### src/rtl/bus_req_pkg.sv
// Shared types and default parameters for the req/gnt requester agent.
package bus_req_pkg;

    typedef enum logic [2:0] {
        ST_IDLE,
        ST_REQ,
        ST_XFER,
        ST_RELEASE,
        ST_GAP
    } bus_req_state_e;

    localparam int unsigned LEN_W_DEF      = 4;
    localparam int unsigned TO_CYCLES_DEF  = 16;
    localparam int unsigned GAP_CYCLES_DEF = 2;

endpackage

### src/rtl/bus_requester_if.sv
// Command, arbiter and beat signals of one requester slot.
interface bus_requester_if #(
    parameter int unsigned LEN_W = 4
) ();

    logic             cmd_valid;
    logic             cmd_ready;
    logic [LEN_W-1:0] cmd_len;
    logic             req;
    logic             gnt;
    logic             xfer_valid;
    logic             xfer_last;
    logic [LEN_W-1:0] xfer_beat;
    logic             busy;
    logic             timeout_err;
    logic             abort_err;

    modport master (
        input  cmd_valid, cmd_len, gnt,
        output cmd_ready, req, xfer_valid, xfer_last, xfer_beat,
               busy, timeout_err, abort_err
    );

    modport slave (
        output cmd_valid, cmd_len, gnt,
        input  cmd_ready, req, xfer_valid, xfer_last, xfer_beat,
               busy, timeout_err, abort_err
    );

endinterface

### src/rtl/bus_requester.sv
// Requester agent: request, burst, release and back-off for one arbiter slot.
//   state   | meaning
//   IDLE    | ready for a command
//   REQ     | req high, waiting for gnt or timeout
//   XFER    | driving beats while gnt holds
//   RELEASE | req low, waiting for the arbiter's registered gnt to drop
//   GAP     | back-off before the next command
module bus_requester
    import bus_req_pkg::*;
#(
    parameter int unsigned LEN_W      = LEN_W_DEF,
    parameter int unsigned TO_CYCLES  = TO_CYCLES_DEF,
    parameter int unsigned GAP_CYCLES = GAP_CYCLES_DEF
) (
    input  logic             clk,
    input  logic             rst,
    bus_requester_if.master  bus
);

    localparam int unsigned WAIT_W = $clog2(TO_CYCLES + 1);
    localparam int unsigned GAP_W  = (GAP_CYCLES > 0) ? $clog2(GAP_CYCLES + 1) : 1;
    localparam logic [WAIT_W-1:0] TO_LAST  = WAIT_W'(TO_CYCLES);
    localparam logic [GAP_W-1:0]  GAP_LOAD = GAP_W'(GAP_CYCLES);

    bus_req_state_e    state_q, state_d;
    logic [LEN_W-1:0]  len_q, len_d;
    logic [LEN_W-1:0]  beat_q, beat_d;
    logic [WAIT_W-1:0] wait_q, wait_d;
    logic [GAP_W-1:0]  gap_q, gap_d;
    logic              abort_q, abort_d;

    always_ff @(posedge clk or negedge rst) begin
        if (!rst) begin
            state_q <= ST_IDLE;
            len_q   <= '0;
            beat_q  <= '0;
            wait_q  <= '0;
            gap_q   <= '0;
            abort_q <= 1'b0;
        end else begin
            state_q <= state_d;
            len_q   <= len_d;
            beat_q  <= beat_d;
            wait_q  <= wait_d;
            gap_q   <= gap_d;
            abort_q <= abort_d;
        end
    end

    always_comb begin
        state_d = state_q;
        len_d   = len_q;
        beat_d  = beat_q;
        wait_d  = wait_q;
        gap_d   = gap_q;
        abort_d = 1'b0;
        case (state_q)
            ST_IDLE: begin
                if (bus.cmd_valid) begin
                    len_d   = bus.cmd_len;
                    beat_d  = '0;
                    wait_d  = '0;
                    state_d = ST_REQ;
                end
            end
            ST_REQ: begin
                // The pulse cycle itself ignores gnt; a grant sampled on the
                // edge where the count would reach TO_CYCLES has already won.
                if (wait_q == TO_LAST) begin
                    state_d = ST_RELEASE;
                end else if (bus.gnt) begin
                    beat_d  = '0;
                    state_d = ST_XFER;
                end else begin
                    wait_d = wait_q + WAIT_W'(1);
                end
            end
            ST_XFER: begin
                if (beat_q == len_q) begin
                    state_d = ST_RELEASE;
                end else if (bus.gnt) begin
                    beat_d = beat_q + LEN_W'(1);
                end else begin
                    abort_d = 1'b1;
                    state_d = ST_RELEASE;
                end
            end
            ST_RELEASE: begin
                if (!bus.gnt) begin
                    if (GAP_CYCLES == 0) begin
                        state_d = ST_IDLE;
                    end else begin
                        gap_d   = GAP_LOAD;
                        state_d = ST_GAP;
                    end
                end
            end
            ST_GAP: begin
                if (gap_q <= GAP_W'(1)) begin
                    state_d = ST_IDLE;
                end else begin
                    gap_d = gap_q - GAP_W'(1);
                end
            end
            default: state_d = ST_IDLE;
        endcase
    end

    assign bus.cmd_ready   = (state_q == ST_IDLE);
    assign bus.req         = (state_q == ST_REQ) || (state_q == ST_XFER);
    assign bus.xfer_valid  = (state_q == ST_XFER);
    assign bus.xfer_last   = (state_q == ST_XFER) && (beat_q == len_q);
    assign bus.xfer_beat   = (state_q == ST_XFER) ? beat_q : '0;
    assign bus.busy        = (state_q != ST_IDLE);
    assign bus.timeout_err = (state_q == ST_REQ) && (wait_q == TO_LAST);
    assign bus.abort_err   = abort_q;

endmodule
### src/flat_wrapper.sv
// flat-port wrapper written by rule: the top's interface ports become plain ports
module bus_requester_flat import bus_req_pkg::*;
#(
    parameter int unsigned LEN_W      = LEN_W_DEF,
    parameter int unsigned TO_CYCLES  = TO_CYCLES_DEF,
    parameter int unsigned GAP_CYCLES = GAP_CYCLES_DEF
)
  (clk, rst, bus_cmd_valid, bus_cmd_len, bus_gnt, bus_cmd_ready, bus_req, bus_xfer_valid, bus_xfer_last, bus_xfer_beat, bus_busy, bus_timeout_err, bus_abort_err);
  bus_requester_if #(.LEN_W(LEN_W)) bus_i ();
  input  logic clk;
  input  logic rst;
  input wire logic [$bits(bus_i.cmd_valid)-1:0] bus_cmd_valid;
  input wire logic [$bits(bus_i.cmd_len)-1:0] bus_cmd_len;
  input wire logic [$bits(bus_i.gnt)-1:0] bus_gnt;
  output wire logic [$bits(bus_i.cmd_ready)-1:0] bus_cmd_ready;
  output wire logic [$bits(bus_i.req)-1:0] bus_req;
  output wire logic [$bits(bus_i.xfer_valid)-1:0] bus_xfer_valid;
  output wire logic [$bits(bus_i.xfer_last)-1:0] bus_xfer_last;
  output wire logic [$bits(bus_i.xfer_beat)-1:0] bus_xfer_beat;
  output wire logic [$bits(bus_i.busy)-1:0] bus_busy;
  output wire logic [$bits(bus_i.timeout_err)-1:0] bus_timeout_err;
  output wire logic [$bits(bus_i.abort_err)-1:0] bus_abort_err;
  assign bus_i.cmd_valid = bus_cmd_valid;
  assign bus_i.cmd_len = bus_cmd_len;
  assign bus_i.gnt = bus_gnt;
  assign bus_cmd_ready = bus_i.cmd_ready;
  assign bus_req = bus_i.req;
  assign bus_xfer_valid = bus_i.xfer_valid;
  assign bus_xfer_last = bus_i.xfer_last;
  assign bus_xfer_beat = bus_i.xfer_beat;
  assign bus_busy = bus_i.busy;
  assign bus_timeout_err = bus_i.timeout_err;
  assign bus_abort_err = bus_i.abort_err;
  bus_requester #(.LEN_W(LEN_W), .TO_CYCLES(TO_CYCLES), .GAP_CYCLES(GAP_CYCLES)) u_core (.clk(clk), .rst(rst), .bus(bus_i));
endmodule
### config.mk
export PLATFORM = sky130hd
export DESIGN_NAME = bus_requester_flat
export DESIGN_NICKNAME = d
export VERILOG_FILES = /design/src/rtl/bus_req_pkg.sv /design/src/rtl/bus_requester_if.sv /design/src/rtl/bus_requester.sv /design/src/flat_wrapper.sv
export SDC_FILE = /design/constraint.sdc
export NUM_CORES = 1
export LEC_CHECK = 0
export ABC_AREA = 1
export BUFFER_PORTS_ARGS = -buffer_cell sky130_fd_sc_hd__buf_2
export CAP_MARGIN = 0
export CORE_AREA = 2 2 49 51
export CTS_BUF_LIST = sky130_fd_sc_hd__clkbuf_8
export CTS_CLUSTER_SIZE = 10
export DETAILED_ROUTE_END_ITERATION = 6
export DIE_AREA = 0 0 51 53
export PLACE_DENSITY = 0.74
export SLEW_MARGIN = 20
export SYNTH_ARGS = -nofsm -noshare
export SYNTH_HDL_FRONTEND = slang
export SYNTH_SLANG_ARGS = --single-unit
### constraint.sdc
create_clock -name clk -period 1.8 [get_ports clk]
set_clock_uncertainty 0.05 [all_clocks]
set_input_delay 0.09 -clock clk [delete_from_list [all_inputs] [get_ports clk]]
set_output_delay 0.09 -clock clk [all_outputs]
set_load 0.005 [all_outputs]
==> flow_summary.json <==
{
  "dp_cells": 210,
  "grt_max_degree": 20,
  "ys_seq_area_share_pct": 39.6,
  "cts_root_buffer": "clkbuf_8",
  "port_buffers": 18,
  "ys_async_sr_fraction_pct": 100,
  "drt_wl_total_um": 2520,
  "syn_to_final_growth_pct": 13.2,
  "fmax_mhz": 606,
  "r2r_setup_slack_ns": 0.28,
  "synthDistinctLibCells": 20,
  "required_ns": 1.66,
  "die_area_um2": 2700,
  "synth_common_cells": "nand2_1 (47), inv_1 (23), nor2_1 (22), dfrtp_1 (19), nand3_1 (15)",
  "relSlewSlack_pct": 70.7,
  "vias_per_cell": 5.09,
  "hp-class": "in -> reg",
  "synthCells": 166,
  "rows": 17,
  "ys_ff_latch": 19,
  "cts_tree": "yes",
  "cts_buffers": 3,
  "cts_num_sinks": 19,
  "drc": 0,
  "worstReg2RegStart": "u_core.wait_q[0]",
  "ys.flop_type": "dfrtp_1",
  "synth_top_area_cell": "dfrtp_1",
  "final-instance-count-excl-fill": 215,
  "cp.arrival_ns": 1.51,
  "drive_gt1_share_pct": 19.8,
  "coreArea_um2": 2150,
  "gp_congestion": 0.774,
  "dr_wl_met3_um": 117,
  "ctsHtreeMaxLevel": 1,
  "cap_violations": 0,
  "wl_per_cell_um": 11.7,
  "rsz0062_at_grt": "no",
  "holdPathStages": 3,
  "slew_viol_final": 0,
  "cts_buffer_depth": 2,
  "syn_area_per_cell_um2": 7.23,
  "synthTopCellsByArea": "dfrtp_1 (40%), nand2_1 (15%), inv_1 (7.2%)",
  "power.leakage_uw": 0.000758,
  "initial_core_util_pct": 55.9,
  "die_width_um": 51,
  "grt_pass1_vias": 1077,
  "met1_length_um": 1130,
  "worst_pin_slew_ns": 0.439,
  "antenna_found_initial": 0,
  "ys_warn_count": 0,
  "finalCriticalPeriod_ns": 1.65,
  "netlist_area_um2": 1200,
  "power.density_nw_per_um2": 1480,
  "cp_max_fo": 8,
  "grtUsageTotal_pct": 21.8,
  "firstDrtPassIters": 4,
  "path_clk_slew_ns": 0.08,
  "synth.top_cell.area_share_pct": 39.6,
  "synth.net_count": 178,
  "total_power_uw": 2010,
  "fin_nets": 200,
  "dp_hpwl_um": 1940,
  "grt_overflow": 0,
  "diodes": 0,
  "hold_viol": 0,
  "drt.antenna.violating_nets": 0,
  "grt_first_pass_wirelength_um": 4400,
  "clk_latency_ns": 0.26,
  "min-delay-start": "bus_cmd_len[0]",
  "io_pins": 19,
  "die_height_um": 53,
  "vias": 1095,
  "period_share_pct": 91.7,
  "vdd_drop_max_mv": 0.981,
  "whs_endpoint": "u_core.len_q[0]",
  "synth_edf_count": 0,
  "rr_worst_depth": 9,
  "path_class": "reg -> out",
  "routed.top_layer": "met4",
  "status": "finished, final reports clean",
  "cp-end-kind": "primary output",
  "wl_met2_um": 1220,
  "drt_iter0_drc": 30,
  "report.final.setup_viol": 0,
  "synth_most_common_cell": "nand2_1",
  "tns_ns": 0,
  "startpoint_type": "flip-flop",
  "r2r_end": "u_core.state_q[1]"
}
-- kinds of logic (layout without fill, tap and decap cells) --
| family | Yosys count | count (layout) | synth area share, % |
|---|---|---|---|
| adder cells (fa/ha/maj) | 4 | 4 | 4.17 |
| flip-flops | 19 | 19 | 39.6 |
| AO/OA/AOI/OAI | 15 | 15 | 6.78 |
| AND/OR/NAND/NOR | 95 | 95 | 35.0 |
| multiplexers | 1 | 1 | 0.834 |
| XOR/XNOR | 4 | 4 | 2.92 |
| buffers and inverters | 28 | 49 | 10.6 |
-- layout make-up --
class	instances	area (µm²)
fillers	198	790
multi-input cells	119	602
repair buffers	20	108
inverters	25	93.8
flip-flops and latches	19	475
well taps	28	35.0
clock inverters	1	3.75
clock buffers	3	41.3
-- registers in the layout, indices dropped and copies added, names as in the netlist --
name and count:
u_core.wait_q 5, u_core.beat_q 4, u_core.len_q 4, u_core.state_q 3, u_core.gap_q 2, u_core.bus.abort_err 1
-- cell usage in the layout (no fill, tap or decap) --
cell            n
buf_2          18
dlygate4sd3_1   1
nor2_2          3
nand3_1        15
nand3_2         2
inv_1          24
nand2_2         4
nand4_1         1
mux2i_1         1
xnor2_1         1
buf_4           1
dfrtp_1        19
nor2_1         21
or2_2           1
ha_1            4
nor2_4          2
o21ai_0         7
a21boi_2        1
xor2_1          3
a21oi_1         7
inv_2           2
clkbuf_8        3
nand2_1        46
-- worst max-delay path by stage --
stage | from | end | cells past startpoint
after detailed placement | u_core.wait_q[0] | u_core.wait_q[2] | 9
after global routing | u_core.state_q[0] | bus_xfer_last | 6
final | u_core.state_q[0] | bus_xfer_last | 6
after global placement | u_core.wait_q[0] | u_core.wait_q[2] | 9
after floorplan | u_core.wait_q[0] | u_core.state_q[1] | 9
after CTS | u_core.state_q[0] | bus_xfer_last | 6
-- metrics by stage --
stage          utilization, %  setup WS [ns]  cell area [µm²]  hold WS, ns
6_report                 63.2          0.150             1360       0.0282
5_1_grt                  63.2         0.0144             1360       0.0420
4_1_cts                  63.0          0.122             1350       0.0322
3_5_place_dp             60.5          0.284             1300      0.00641
3_3_place_gp             60.5          0.337             1300     -0.00120
2_1_floorplan               -          0.471             1200       -0.256
-- layer usage --
layer,track usage (%),up-vias
li1,-,557
met1,25.5,500
met2,38.5,30
met3,3.95,8
met4,10.4,0
met5,0,-
-- what timing repair did --
action	CTS	global route
endpoints found under the hold margin	19	0
resized for setup	0	2
buffers inserted	0	0
hold buffers	1	0
endpoints found under the setup margin	0	1
-- worst max-delay path, stage by stage, from the launching register on --
cell and delay, ns:
dfrtp_1 0.46, nor2_2 0.22, nand2_2 0.13, inv_1 0.11
nand3_2 0.14, inv_1 0.08, buf_2 0.10
-- where the power goes --
part / leakage [µW] / switching [µW] / internal, µW / total [µW]
Clock: 0.0000269 / 152 / 152 / 305
Sequential: 0.000244 / 143 / 558 / 701
Combinational: 0.000487 / 653 / 350 / 1000
Power figures use the tool's default switching activity.
